==> src/rtl/axi_master_read_channel.sv <==
// ---------------------------------------------------------------------------------------------
// axi_master_read_channel
//
// AXI read-side initiator. Accepts one burst-read request at a time from the core/cache side,
// issues it on the AR channel, steers the returning R beats into a line-fill write port and
// reports one completion pulse per request together with an error flag.
//
// Optional feature (compile-time macro AXI_MRD_TIMEOUT_EN):
//   defined   - while collecting data, TIMEOUT_CYCLES consecutive cycles without an accepted
//               beat abort the burst: RREADY drops, the error flag is set and the request
//               completes.
//   undefined - no idle counter; the data phase waits indefinitely for the slave.
//
// Parameters:
//   ADDR_WIDTH          address width
//   READ_CHANNEL_WIDTH  data bits per beat
//   READ_BURST_LEN      width of ARLEN, request length and beat index
//   TIMEOUT_CYCLES      max idle cycles between R beats (only with the macro)
//
// Ports:
//   clk, rst                      clock (rising edge), asynchronous active-high reset
//   req_valid/req_ready           request handshake from the core side
//   req_addr, req_len             burst start address, beats minus one
//   ARVALID/ARREADY               AR channel handshake
//   ARADDR, ARLEN                 registered request address/length, stable while ARVALID
//   ARSIZE, ARBURST               constant full-width beats, INCR burst
//   RVALID/RREADY                 R channel handshake
//   RDATA, RLAST, RRESP           beat payload
//   fill_stall                    fill sink cannot take a beat this cycle
//   fill_we, fill_idx, fill_data  line-fill write port, same cycle as the accepted beat
//   done, err                     one-cycle completion pulse, error status valid with done
// ---------------------------------------------------------------------------------------------
module axi_master_read_channel #(
    parameter int unsigned ADDR_WIDTH         = 32,
    parameter int unsigned READ_CHANNEL_WIDTH = 32,
    parameter int unsigned READ_BURST_LEN     = 8,
    parameter int unsigned TIMEOUT_CYCLES     = 255
) (
    input  logic                          clk,
    input  logic                          rst,
    // Core-side request
    input  logic                          req_valid,
    output logic                          req_ready,
    input  logic [ADDR_WIDTH-1:0]         req_addr,
    input  logic [READ_BURST_LEN-1:0]     req_len,
    // AXI read-address channel
    output logic                          ARVALID,
    input  logic                          ARREADY,
    output logic [ADDR_WIDTH-1:0]         ARADDR,
    output logic [READ_BURST_LEN-1:0]     ARLEN,
    output logic [2:0]                    ARSIZE,
    output logic [1:0]                    ARBURST,
    // AXI read-data channel
    input  logic                          RVALID,
    input  logic [READ_CHANNEL_WIDTH-1:0] RDATA,
    input  logic                          RLAST,
    input  logic [1:0]                    RRESP,
    output logic                          RREADY,
    // Line-fill write port
    input  logic                          fill_stall,
    output logic                          fill_we,
    output logic [READ_BURST_LEN-1:0]     fill_idx,
    output logic [READ_CHANNEL_WIDTH-1:0] fill_data,
    // Completion
    output logic                          done,
    output logic                          err
);

    localparam int unsigned BEAT_BYTES = READ_CHANNEL_WIDTH / 8;
    localparam logic [2:0]  SIZE_ENC   = 3'($clog2(BEAT_BYTES));
    localparam logic [1:0]  BURST_INCR = 2'b01;

    typedef enum logic [1:0] {
        StIdle,
        StAddr,
        StData,
        StDone
    } state_e;

    state_e                      state_q;
    logic [ADDR_WIDTH-1:0]       araddr_q;
    logic [READ_BURST_LEN-1:0]   arlen_q;
    logic                        arvalid_q;
    logic [READ_BURST_LEN-1:0]   beat_cnt_q;
    logic                        err_sticky_q;
    logic                        done_q;
    logic                        err_q;

    logic                        beat;
    logic                        cnt_at_len;
    logic                        burst_end;
    logic                        end_mismatch;
    logic                        beat_err;
    logic                        tmo_expire;

    // -----------------------------------------------------------------------------------------
    // Beat decode
    // -----------------------------------------------------------------------------------------
    // RREADY depends only on state and the sink, never on RVALID.
    assign RREADY       = (state_q == StData) && !fill_stall;
    assign beat         = RVALID && RREADY;
    assign cnt_at_len   = (beat_cnt_q == arlen_q);
    // The burst ends on whichever of RLAST / counter==len comes first; any disagreement
    // between the two is a protocol error. The counter never advances past len, so a
    // maximum-length burst cannot wrap before this compare.
    assign burst_end    = beat && (RLAST || cnt_at_len);
    assign end_mismatch = (RLAST != cnt_at_len);
    // SLVERR and DECERR both have RRESP[1] set; OKAY and EXOKAY do not.
    assign beat_err     = RRESP[1];

    // -----------------------------------------------------------------------------------------
    // Optional inter-beat idle timeout
    // -----------------------------------------------------------------------------------------
`ifdef AXI_MRD_TIMEOUT_EN
    localparam int unsigned TMO_W = (TIMEOUT_CYCLES > 1) ? $clog2(TIMEOUT_CYCLES) : 1;
    localparam logic [TMO_W-1:0] TMO_LAST = TMO_W'(TIMEOUT_CYCLES - 1);

    // Counts beatless cycles in the data phase; expiry fires on the TIMEOUT_CYCLES-th one.
    logic [TMO_W-1:0] tmo_q;

    assign tmo_expire = !beat && (tmo_q == TMO_LAST);
`else
    assign tmo_expire = 1'b0;
`endif

    // RRESP[0] carries no information here and the timeout parameter is unused when the
    // feature is compiled out.
    logic unused_inputs;
    assign unused_inputs = RRESP[0] ^ (^TIMEOUT_CYCLES);

    // -----------------------------------------------------------------------------------------
    // Control FSM and registered outputs
    // -----------------------------------------------------------------------------------------
    always_ff @(posedge clk or posedge rst) begin
        if (rst) begin
            state_q      <= StIdle;
            araddr_q     <= '0;
            arlen_q      <= '0;
            arvalid_q    <= 1'b0;
            beat_cnt_q   <= '0;
            err_sticky_q <= 1'b0;
            done_q       <= 1'b0;
            err_q        <= 1'b0;
`ifdef AXI_MRD_TIMEOUT_EN
            tmo_q        <= '0;
`endif
        end else begin
            // done/err are single-cycle pulses unless re-asserted below.
            done_q <= 1'b0;
            err_q  <= 1'b0;

            unique case (state_q)
                StIdle: begin
                    if (req_valid) begin
                        araddr_q     <= req_addr;
                        arlen_q      <= req_len;
                        beat_cnt_q   <= '0;
                        err_sticky_q <= 1'b0;
                        arvalid_q    <= 1'b1;
                        state_q      <= StAddr;
                    end
                end

                StAddr: begin
                    if (ARREADY) begin
                        arvalid_q <= 1'b0;
                        state_q   <= StData;
`ifdef AXI_MRD_TIMEOUT_EN
                        tmo_q     <= '0;
`endif
                    end
                end

                StData: begin
                    if (beat) begin
                        beat_cnt_q <= beat_cnt_q + READ_BURST_LEN'(1);
`ifdef AXI_MRD_TIMEOUT_EN
                        tmo_q      <= '0;
`endif
                        if (burst_end) begin
                            done_q  <= 1'b1;
                            err_q   <= err_sticky_q | beat_err | end_mismatch;
                            state_q <= StDone;
                        end else begin
                            err_sticky_q <= err_sticky_q | beat_err;
                        end
                    end else if (tmo_expire) begin
                        done_q  <= 1'b1;
                        err_q   <= 1'b1;
                        state_q <= StDone;
                    end else begin
`ifdef AXI_MRD_TIMEOUT_EN
                        tmo_q <= tmo_q + TMO_W'(1);
`endif
                    end
                end

                StDone: begin
                    state_q <= StIdle;
                end

                default: begin
                    state_q <= StIdle;
                end
            endcase
        end
    end

    // -----------------------------------------------------------------------------------------
    // Outputs
    // -----------------------------------------------------------------------------------------
    // Gated by rst so the block never advertises readiness while held in reset.
    assign req_ready = (state_q == StIdle) && !rst;

    assign ARVALID   = arvalid_q;
    assign ARADDR    = araddr_q;
    assign ARLEN     = arlen_q;
    assign ARSIZE    = SIZE_ENC;
    assign ARBURST   = BURST_INCR;

    // Fill port follows the accepted beat in the same cycle; idle value is zero.
    assign fill_we   = beat;
    assign fill_idx  = beat ? beat_cnt_q : '0;
    assign fill_data = beat ? RDATA : '0;

    assign done      = done_q;
    assign err       = err_q;

endmodule

==> config.mk <==
export PLATFORM = sky130hd
export DESIGN_NAME = axi_master_read_channel
export DESIGN_NICKNAME = d
export VERILOG_FILES = /design/src/rtl/axi_master_read_channel.sv
export SDC_FILE = /design/constraint.sdc
export NUM_CORES = 1
export LEC_CHECK = 0
export CORE_MARGIN = 2
export CORE_UTILIZATION = 30
export CTS_CLUSTER_DIAMETER = 100
export CTS_CLUSTER_SIZE = 10
export DETAILED_ROUTE_END_ITERATION = 6
export PLACE_DENSITY = 0.68
export SYNTH_ARGS = -nofsm -noshare
export SYNTH_HDL_FRONTEND = slang
export SYNTH_SLANG_ARGS = --single-unit
==> constraint.sdc <==
create_clock -name clk -period 3.56 [get_ports clk]
set_input_delay 0.712 -clock clk [delete_from_list [all_inputs] [get_ports clk]]
set_output_delay 0.712 -clock clk [all_outputs]
set_load 0.02 [all_outputs]
==> key figures <==
Worst setup path
  • WP data arrival: 2.53 ns
  • RR Endpoint: state_q[1]
  • Crit-path max cell delay: 0.53 ns
  • Crit. Startpoint: fill_stall
  • Buf+Inv Stages, Crit Path: 3
  • Most Frequent Cell on Critical Path: clkdlybuf4s50_1
  • CP Capture Point: fill_data[16]
  • CP Cell Sequence: clkdlybuf4s50_1 -> nor2_4 -> nand2_2 -> clkinv_2 -> and2_1 -> clkdlybuf4s50_1
  • Crit path kind: input pin to output pin
  • Reg-to-reg slack, setup: 1.39 ns
  • Nature of the critical path startpoint: input pin
  • Slowest-stage cell, CP: clkdlybuf4s50_1
  • Crit Reg-Reg Startpoint: state_q[0]
  • Critical path depth: 6
  • Register-to-Register Path Depth: 10
  • Req. time, crit path: 2.85 ns
  • CP top delay family: buffers and inverters
  • Largest fanout on the critical path: 41
  • Crit. End Element: output pin

STA
  • Final clock skew: 0.00616 ns
  • Hold slack final: 0.511 ns
  • Max-slew violations: 0
  • Slew margin rel.: 34.9%
  • Period utilization: 91.0%
  • Final Setup Violations: 0
  • Setup TNS: 0 ns
  • RSZ-0062 raised after global routing: no
  • Worst Max-Slew Pin Slew: 0.973 ns
  • Crit path time final: 3.24 ns
  • Final WS setup: 0.321 ns
  • Final hold vios: 0
  • Fmax: 0.309 GHz

Drt
  • Via/cell ratio: 4.48
  • DR vias: 2264
  • Post-route DRC: 0
  • Antenna Nets Post-Route: 0
  • Total Wirelength: 7.05 mm
  • WL per Instance: 14.0 um
  • Drt initial violations: 72
  • DRT Pass-1 Iters: 3

Synth
  • Asr flop ratio synth: 100%
  • Top FF cell, synth: dfrtp_1
  • Yosys top cell area share: 50.3%
  • Register area share after synthesis: 50.3%
  • Post-synthesis xor/xnor area fraction: 2.61%
  • Commonest cells in the netlist: dfrtp_1 (54), and2_1 (42), mux2_2 (41), nand2_1 (11), o21ai_0 (11)
  • Multiplexer area fraction after synthesis: 17.2%
  • Yosys warnings: 0
  • Number of synthesized flops with an enable pin: 0
  • FF+latch count, synth: 54
  • Mapped Area: 0.00268 mm^2
  • Top-count cell post-synth: dfrtp_1
  • Top cells by area, synth: dfrtp_1 (50%), mux2_2 (17%), and2_1 (9.8%)
  • Synth unique cells: 36
  • Area leader, netlist: dfrtp_1
  • Largest family of logic cells by synthesized area: multiplexers
  • Simple-Gate Fraction of Synth Area: 16.4%
  • Synth Instances: 233
  • Synth Area in Adders: 2.80%
  • Syn Area/Cell: 11.5 um^2
  • Compound-Gate Fraction of Synth Area: 5.45%

CTS
  • Clock latency on the worst-skew pair: 0.30 ns
  • CTS tree: done
  • Postcts setup bufs: 0
  • Cts bufs inserted: 5
  • Hold-fix buffers, CTS: 0
  • H-tree levels: 2
  • Root Driver: clkbuf_8
  • Clock Tree Buf Depth: 2
  • CTS sink cnt: 54
  • CTS clk-pin slew, worst paths: 0.09 ns
  • # resized after CTS: 0

Power and ir drop
  • Pwr/cell area: 692 mW/mm^2
  • Leakage: 1.89 nW
  • Power Total: 3.14 mW
  • Peak VDD IR: 0.000400 V

Placed design
  • Placed insts: 497
  • PortBufs: 165
  • DP HPWL: 5.60 mm
  • Placed instance area: 0.00442 mm^2
  • Pre-CTS setup slack: 0.270 ns
  • Placer Congestion: 0.773

GRT
  • Routing usage on met1: 17.3%
  • GRT busiest layer: met2
  • Initial antenna violation count: 0
  • Largest net degree at the start of global routing: 42
  • First-pass GRT wire length: 11.5 mm
  • Met2 usage: 25.9%
  • Grt ovf: 0
  • Vias in the first global route: 2331
  • Routing usage on met3: 4.18%
  • Gr usage total: 14.4%

Layout
  • Layout Area Growth over Synthesis: 68.9%
  • Layout Utilization: 52.2%
  • Final Non-Filler Cells: 505
  • Share of layout cells above drive strength 1: 16.4%
  • Final Cell Area: 0.00453 mm^2
  • Post-layout nets: 483
  • N_diodes: 0

Worst hold path
  • Hold Crit Class: register to register

Floorplan
  • Core area: 0.00868 mm^2
  • Ports: 172
  • Total Die Area: 0.00972 mm^2
  • Horiz. Die Dim: 98.6 um
  • # rows: 34
  • Starting Density: 30.9%
  • Chip height: 98.6 um

Flow run
  • Max Cap Viol: 0

Status
  • Status: finished clean
[cells by family after synthesis]
| family | Yosys count |
|---|---|
| compound gates | 23 |
| mux | 41 |
| other cells | 2 |
| flops | 54 |
| fa+ha+maj | 6 |
| simple gates | 74 |
| xor+xnor | 8 |
| buf+inv | 25 |
[how the worst min path moves through the flow]
stage / startpoint / end / slack, ns / cells past startpoint
finish: ARADDR[21] / ARADDR[21] / 0.51 / 1
global route: ARADDR[21] / ARADDR[21] / 0.52 / 1
CTS: ARADDR[21] / ARADDR[21] / 0.52 / 1
detailed placement: ARADDR[14] / ARADDR[14] / 0.49 / 1
global placement: ARADDR[11] / ARADDR[11] / 0.49 / 1
floorplan: err_sticky_q / err / 0.46 / 2
[per-layer routing]
layer | part of all wire (%) | vias to the layer above
met2 | 50 | 111
met1 | 41 | 1056
met3 | 8.8 | 4
met5 | 0 | -
li1 | - | 1093
met4 | 0.53 | 0
[state kept, by name, indices dropped and copies added (netlist names)]
name and cells:
ARADDR 32, ARLEN 8, beat_cnt_q 8, state_q 2
ARVALID 1, done 1, err 1, err_sticky_q 1
[where the power goes]
group          total, mW  internal, mW  switching (mW)
combinational       1.69         0.897           0.789
clock              0.409         0.209           0.200
sequential          1.04         0.882           0.161
[layout by cell type, fill, tap and decap left out, types with 2 or more instances in the layout]
master,n
a21oi_1,4
mux2_2,41
o31ai_1,2
buf_4,4
o41ai_1,2
nand3_1,3
nor2b_1,2
inv_1,6
and2_1,42
inv_2,2
ha_1,6
dfrtp_1,54
clkinvlp_4,2
clkbuf_8,5
xor2_1,8
nor2_1,3
nor4_1,2
o21ai_0,11
conb_1,5
nand2_1,10
clkdlybuf4s50_1,165
nand2_2,3
[area by class of cell]
cell class / instances / area (um^2)
Multi-Input combinational cell: 157 / 1210
Clock buffer: 5 / 68.8
Timing Repair Buffer: 169 / 1680
Clock inverter: 3 / 45.0
Inverter: 9 / 35.0
Sequential cell: 54 / 1350
Fill cell: 789 / 4150
Tap cell: 108 / 135
Power figures use the tool's default switching activity.
